--- src/rtl/ppfifo_pkg.sv ---
// Shared definitions for the ping-pong buffer writer and reader side.
//   wr_state_e : writer FSM encoding (idle, fill a half, release a half)
//   HALF0/HALF1/NONE : one-hot half-activate codes used on the buffer interface
package ppfifo_pkg;

  typedef enum logic [1:0] {
    StIdle    = 2'd0,
    StFill    = 2'd1,
    StRelease = 2'd2
  } wr_state_e;

  localparam logic [1:0] HALF0 = 2'b01;
  localparam logic [1:0] HALF1 = 2'b10;
  localparam logic [1:0] NONE  = 2'b00;

endpackage

--- src/rtl/ppfifo_half_select.sv ---
// Combinational choice of a ping-pong half from the per-half ready flags.
//   i_ready  : per-half "available" flags from the buffer
//   i_next   : round-robin pointer, used only when both halves are available
//   o_sel    : one-hot selected half (NONE when neither is available)
//   o_toggle : caller should flip its round-robin pointer if it takes o_sel
module ppfifo_half_select
  import ppfifo_pkg::*;
(
  input  logic [1:0] i_ready,
  input  logic       i_next,
  output logic [1:0] o_sel,
  output logic       o_toggle
);

  always_comb begin
    o_sel    = NONE;
    o_toggle = 1'b0;
    case (i_ready)
      2'b01:   o_sel = HALF0;
      2'b10:   o_sel = HALF1;
      2'b11: begin
        o_sel    = i_next ? HALF1 : HALF0;
        o_toggle = 1'b1;
      end
      default: o_sel = NONE;
    endcase
  end

endmodule

--- src/rtl/ppfifo_stream_writer.sv ---
// Feeds a valid/ready/last word stream into one half of a ping-pong buffer at a time.
// A free half is picked in IDLE, filled in FILL until it is full, the packet ends or the
// input idles too long with a partial half, then handed back for one RELEASE cycle.
//   i_clk, i_rst_n      : clock, asynchronous active-low reset
//   i_s_valid/o_s_ready : upstream handshake; i_s_data word, i_s_last end of packet
//   i_wr_ready          : per-half "empty and writable" from the buffer (sampled in IDLE)
//   i_wr_fifo_size      : words per half
//   o_wr_activate       : one-hot half being written, 00 when none
//   o_wstrobe/o_wdata   : write one word into the active half (pass-through of the stream)
//   o_busy              : writer is filling or releasing a half
//   o_fill_cnt          : words written into the current half
//   o_buf_cnt           : halves released since reset (wraps)
module ppfifo_stream_writer
  import ppfifo_pkg::*;
#(
  parameter int unsigned DATA_WIDTH   = 16,
  parameter int unsigned SIZE_WIDTH   = 16,
  parameter int unsigned IDLE_TIMEOUT = 8
) (
  input  logic                  i_clk,
  input  logic                  i_rst_n,
  input  logic                  i_s_valid,
  output logic                  o_s_ready,
  input  logic [DATA_WIDTH-1:0] i_s_data,
  input  logic                  i_s_last,
  input  logic [1:0]            i_wr_ready,
  input  logic [SIZE_WIDTH-1:0] i_wr_fifo_size,
  output logic [1:0]            o_wr_activate,
  output logic                  o_wstrobe,
  output logic [DATA_WIDTH-1:0] o_wdata,
  output logic                  o_busy,
  output logic [SIZE_WIDTH-1:0] o_fill_cnt,
  output logic [15:0]           o_buf_cnt
);

  // Wide enough to hold IDLE_TIMEOUT with headroom so saturation never hides the hit.
  localparam int unsigned TimerWidth = $clog2(IDLE_TIMEOUT + 2);
  localparam logic [TimerWidth-1:0] TimeoutVal = TimerWidth'(IDLE_TIMEOUT);
  localparam logic [TimerWidth-1:0] TimerMax   = '1;

  wr_state_e             state_q;
  logic                  next_half_q;
  logic [SIZE_WIDTH-1:0] limit_q;
  logic [SIZE_WIDTH-1:0] fill_cnt_q;
  logic [TimerWidth-1:0] idle_q;
  logic [1:0]            activate_q;
  logic [15:0]           buf_cnt_q;

  logic [1:0] sel;
  logic       sel_toggle;
  logic       strobe;
  logic       full_hit;
  logic       last_hit;
  logic       timeout_hit;
  logic       close;

  ppfifo_half_select u_half_select (
    .i_ready  (i_wr_ready),
    .i_next   (next_half_q),
    .o_sel    (sel),
    .o_toggle (sel_toggle)
  );

  assign o_s_ready = (state_q == StFill);
  assign strobe    = i_s_valid & o_s_ready;

  assign full_hit    = strobe && ((fill_cnt_q + SIZE_WIDTH'(1)) == limit_q);
  assign last_hit    = strobe && i_s_last;
  // A half with no words is never released, however long the input idles.
  assign timeout_hit = (IDLE_TIMEOUT != 0) && (state_q == StFill) &&
                       (idle_q == TimeoutVal) && (fill_cnt_q != '0);
  assign close       = full_hit | last_hit | timeout_hit;

  always_ff @(posedge i_clk or negedge i_rst_n) begin
    if (!i_rst_n) begin
      state_q     <= StIdle;
      next_half_q <= 1'b0;
      limit_q     <= '0;
      fill_cnt_q  <= '0;
      idle_q      <= '0;
      activate_q  <= NONE;
      buf_cnt_q   <= '0;
    end else begin
      case (state_q)
        StIdle: begin
          if ((i_wr_ready != NONE) && (i_wr_fifo_size != '0)) begin
            activate_q <= sel;
            limit_q    <= i_wr_fifo_size;
            fill_cnt_q <= '0;
            idle_q     <= '0;
            if (sel_toggle) next_half_q <= ~next_half_q;
            state_q    <= StFill;
          end
        end
        StFill: begin
          if (strobe) begin
            fill_cnt_q <= fill_cnt_q + SIZE_WIDTH'(1);
            idle_q     <= '0;
          end else if ((fill_cnt_q != '0) && (idle_q != TimerMax)) begin
            idle_q <= idle_q + TimerWidth'(1);
          end
          if (close) begin
            activate_q <= NONE;
            state_q    <= StRelease;
          end
        end
        StRelease: begin
          buf_cnt_q <= buf_cnt_q + 16'd1;
          state_q   <= StIdle;
        end
        default: begin
          activate_q <= NONE;
          state_q    <= StIdle;
        end
      endcase
    end
  end

  assign o_wstrobe     = strobe;
  assign o_wdata       = i_s_data;
  assign o_wr_activate = activate_q;
  assign o_busy        = (state_q != StIdle);
  assign o_fill_cnt    = fill_cnt_q;
  assign o_buf_cnt     = buf_cnt_q;

endmodule
--- config.mk ---
export PLATFORM = sky130hd
export DESIGN_NAME = ppfifo_stream_writer
export DESIGN_NICKNAME = d
export VERILOG_FILES = /design/src/rtl/ppfifo_pkg.sv /design/src/rtl/ppfifo_half_select.sv /design/src/rtl/ppfifo_stream_writer.sv
export SDC_FILE = /design/constraint.sdc
export NUM_CORES = 1
export LEC_CHECK = 0
export CAP_MARGIN = 20
export CORE_ASPECT_RATIO = 0.9
export CORE_UTILIZATION = 45
export CTS_CLUSTER_DIAMETER = 150
export DETAILED_ROUTE_END_ITERATION = 6
export PLACE_DENSITY_LB_ADDON = 0.1
export SETUP_SLACK_MARGIN = 0.5
export SYNTH_ARGS = -nofsm -noshare
export SYNTH_HDL_FRONTEND = slang
export SYNTH_SLANG_ARGS = --single-unit
--- constraint.sdc ---
create_clock -name i_clk -period 6.3 [get_ports i_clk]
set_clock_uncertainty 0.2 [all_clocks]
set_input_delay 1.89 -clock i_clk [delete_from_list [all_inputs] [get_ports i_clk]]
set_output_delay 1.89 -clock i_clk [all_outputs]
set_load 0.01 [all_outputs]
* Word level (Yosys, flattened, before mapping)
Index checks and enable logic that the tools add are counted.
** Operators by class
- Add/subtract/negate cells :: 3
- $mul :: 0
- Divide/modulo/power cells :: 0
- Magnitude comparators :: 0
- Equality and inequality tests :: 12
- Shift operators :: 0
- Muxes and demuxes :: 16
- Bitwise gates (word level) :: 5
- Reductions and logical operators :: 18
** Operators by type and width (count)
- 16-bit by 1-bit adder with 16-bit output, second input constant :: 2
- 16-bit two-way mux :: 2
- 16-bit case mux with 2 select lines :: 1
- 16-bit nonzero test :: 2
- 16-bit equality test :: 1
- 4-bit two-way mux :: 3
- 2-bit case mux with 3 select lines :: 2
- 3-bit AND reduction :: 4
- 2-bit two-way mux :: 5
- 4-bit case mux with 2 select lines :: 1
- 2-bit equality test, second input constant :: 3
- 1-bit logical AND :: 6
- 2-bit nonzero test :: 3
- 4-bit by 1-bit adder with 4-bit output, second input constant :: 1
- 2-bit by 1-bit equality test with 1-bit output, second input constant :: 2
- 4-bit equality test, second input constant :: 1
- 2-bit by 1-bit != test with 1-bit output, second input constant :: 2
- 4-bit != test, second input constant :: 1
- 2-bit case mux with 2 select lines :: 1
- 2-bit AND reduction :: 2
- 3-bit by 1-bit != test with 1-bit output, second input constant :: 1
- 2-bit zero test :: 1
- 2-bit != test, second input constant :: 1
- 1-bit inverter :: 2
- 3 further kinds :: 4
** Word-level totals
- Register bits :: 57
- Latch bits :: 0
- RAM bits :: 0
- ROM bits :: 0
- Output and inout bits :: 53
- Word-level logic and storage cells :: 61
- Memories kept :: 0

* Logic depth before layout (Yosys ltp)
- Depth in word-level cells :: 7
- Depth in mapped cells :: 9

* By module
A second synthesis with hierarchy kept.
** Unflattened totals
- Cell total of the unflattened synthesis :: 391
- Area, all modules :: 3428.3 um2
** By module, submodules not included
- ppfifo_stream_writer :: times used 1, cells each 387, area each 3403.3 um2, sequential area each 1426.4 um2
- ppfifo_half_select :: times used 1, cells each 4, area each 25.0 um2, sequential area each 0.0 um2

* Least setup slack after synthesis
Ideal clock, no wire load.
- Path kind :: input port to output port
- From :: input i_s_valid
- To :: output o_wstrobe
- Arrival :: 2.341 ns
- Required time :: 4.210 ns
- Path slack :: 1.869 ns
- Stages :: 3
- Buffers on the path :: 1
- Cells stage by stage :: nand2_1 inv_1 clkbuf_1
** On the way
- Longest elaborated chain between the ends :: 1
** Ends and longest elaborated chain
- from (decl) :: RTL line ppfifo_stream_writer.sv:22 : input logic i_s_valid,
- 1-bit bitwise AND :: RTL line ppfifo_stream_writer.sv:65 : assign strobe = i_s_valid & o_s_ready;
- to (decl) :: RTL line ppfifo_stream_writer.sv:29 : output logic o_wstrobe,
Every way passes these cells.

* Worst setup path after layout
Ends and elaborated chain as after synthesis.

==> impl_metrics.csv <==
group,metric,value,unit
synthesis,synth_top_area_cell,"dfrtp_1",
synthesis,syn_area,0.003276,mm^2
synthesis,synth_ff_type,"dfrtp_1",
synthesis,avgSynthCellArea,8.925,um^2
global_routing,grt_pass1_wl,12450,um
job,max_cap_violations,0,
cts,clkLatencyLatePin,0.34,ns
placement,dp_hpwl,5290,um
cts,clockBufferDepth,2,
critical_path,critPathKind,"in -> out",
route,vias,2738,
cts,cts_sinks,57,
synthesis,ys_top_cells_by_count,"69 x nand2_1, 57 x dfrtp_1, 27 x nor2_1",
outcome,status,"completed",
cells_and_area,diodes,0,
cells_and_area,final_util,56.13,%
cells_and_area,areaGrowthSynthToFinish,20.63,%
cells_and_area,final_nets,450,
placement,place.gp.congestion,0.8766,
timing,setup_viol,0,
floorplanning,die_w,91.94,um
floorplanning,die_height,82.94,um
placement,port_buffers,58,
cts,post_cts_resized,0,
global_routing,grt_antenna_before_repair,0,
critical_path,crit_path_start_kind,"input port",
synthesis,ys_seq_area_share,43.54,%
cells_and_area,layout-drive-gt1-share,7.282,%
cts,h-tree-depth,3,
pwr,max-vdd-ir-drop,0.2290,mV
cts,cts_setup_buffers,0,
synthesis,synth-warning-count,0,
cells_and_area,finalInstanceArea,0.003951,mm^2
timing,slew_violations,0,
pwr,p_switching,0.0004878,W
route,drc,0,
timing,fmax,0.1882,GHz
timing,period_needed,5.315,ns
floorplanning,core_area,0.007039,mm^2
route,viasPerCell,5.422,
critical_path,worstPathArrival,3.22,ns
pwr,swShare,37.02,%
synthesis,yosysTopAreaCellShare,43.54,%
floorplanning,std_cell_rows,29,
worst_hold_path,min_path_type,"reg -> reg",
timing,max_slew_margin,46.09,%
global_routing,grt_usage,20.87,%
pwr,total_power,0.001318,W
timing,hold_viol_final,0,
global_routing,grt_remaining_overflow,0,
pwr,clkPwrFrac,23.3,%
critical_path,required,4.21,ns
cts,root_buffer,"clkbuf_8",
synthesis,synth_fp_nets,410,
timing,rsz0062_at_grt,"false",
cts,tritoncts,"built",
route,drt_iter0_drc,148,
pwr,total_leakage_power,1.706,nW
global_routing,grt_max_degree,58,
route,postRouteAntennaNets,0,
synthesis,synth_cell_types,50,
placement,place_area,0.003777,mm^2
timing,worst_pin_slew,0.8057,ns
floorplanning,num_io_pins,91,
pwr,seq_power_share,41.4,%
timing,finalCritPeriodShare,84.36,%
synthesis,async_flop_share,100.0,%
floorplanning,initial_utilization,46.53,%
pwr,comb_power_share,35.3,%
floorplanning,die_area,0.007625,mm^2
pwr,p_per_area,333.5,mW/mm^2
timing,tns,0,ns
synthesis,ys_top_cells_by_area,"dfrtp_1 44%, nand2_1 7.9%, xnor2_1 6.7%, buf_4 4.1%, xor2_1 4.0%",
synthesis,synth-seq-cells,57,
synthesis,synth-edff-count,0,
route,wl,7358,um
route,first_pass_iters,5,
critical_path,critPathMaxFanout,5,
cts,clkTransAtPathRegs,0.06,ns
pwr,internal_power,0.0008300,W
critical_path,end_kind,"output pin",
route,wl_per_cell,14.57,um
cts,hold_buffers,0,
global_routing,grt_pass1_vias,2522,
cts,cts_made_buffers,9,
synthesis,netlist_instances,367,
synthesis,synth_most_common_cell,"nand2_1",
timing,fin_hold_ws,0.2835,ns
per-stage QoR:
step / instances / worst slack, ns
after floorplan: 367 / 1.869
final: 505 / 0.9853
after global routing: 505 / 0.9404
after detailed placement: 489 / 0.9769
after global placement: 489 / 1.002
after CTS: 505 / 0.9769
state kept, by name, summed over array words and instances (netlist names):
| register | flops |
|---|---|
| o_buf_cnt | 16 |
| limit_q | 16 |
| idle_q | 4 |
| state_q | 2 |
| o_fill_cnt | 16 |
| o_wr_activate | 2 |
| next_half_q | 1 |
critical path: stages:
cell and delay [ns]:
clkdlybuf4s50_1 0.56, nand2_1 0.11, inv_1 0.12, clkdlybuf4s50_1 0.55
cell families (layout without fill, tap and decap cells):
group	after synthesis	in the layout	synth area share (%)
AOI/OAI and AO/OA	59	59	11.88
xor gates and xnor gates	40	40	10.70
adders and majority gates	5	5	1.910
buffers and inverters	45	90	8.098
DFF	57	57	43.54
muxes	1	1	0.3437
and+or+nand+nor	160	160	23.53
cell usage in the layout (no fill, tap or decap), types with 4 or more instances in the layout:
master	synthesis	final
nand2_1	69	69
dfrtp_1	57	57
clkdlybuf4s50_1	0	57
nor2_1	27	27
o21ai_0	26	26
xnor2_1	25	25
nand3_1	18	18
xor2_1	15	15
inv_1	12	12
nand4_1	12	12
clkbuf_8	2	11
nor4_1	9	9
o31ai_1	7	7
nor3_1	6	6
a21oi_1	5	5
ha_1	5	5
buf_4	18	4
final timing paths:
path                          startpoint          endpoint  slack [ns]  cells past startpoint
min in group asynchronous        i_rst_n     o_fill_cnt[8]        1.47                      2
hold / removal               next_half_q       next_half_q        0.28                      1
setup / recovery               i_s_valid         o_wstrobe        0.99                      4
max in group asynchronous        i_rst_n       limit_q[12]        3.94                      2
hold reg to reg              next_half_q       next_half_q        0.28                      1
setup reg to reg           o_fill_cnt[0]  o_wr_activate[1]        3.43                      7
power groups by stage:
stage                     combinational, W  clock (W)  sequential (W)
after floorplan                   0.000327          0        0.000531
after global placement            0.000460          0        0.000548
after detailed placement          0.000467          0        0.000551
after CTS                         0.000470   0.000312        0.000545
after global routing              0.000520   0.000330        0.000558
final                             0.000465   0.000306        0.000546
per-layer routing:
layer / global-route usage, % / share of wire (%) / vias to the layer above
met5: 0 / 0 / -
met1: 30.31 / 50 / 1306
met4: 8.097 / 1.9 / 0
met3: 5.586 / 5.6 / 17
met2: 29.51 / 42 / 93
li1: - / - / 1322
cell type report:
cell class | count | area (um^2)
Inverter | 12 | 45.04
Sequential cell | 57 | 1426
Tap cell | 93 | 116.4
Clock buffer | 13 | 158.9
Fill cell | 673 | 3088
Timing Repair Buffer | 62 | 605.6
Multi-Input combinational cell | 265 | 1584
Clock inverter | 3 | 15.01
Power figures use the tool's default switching activity.
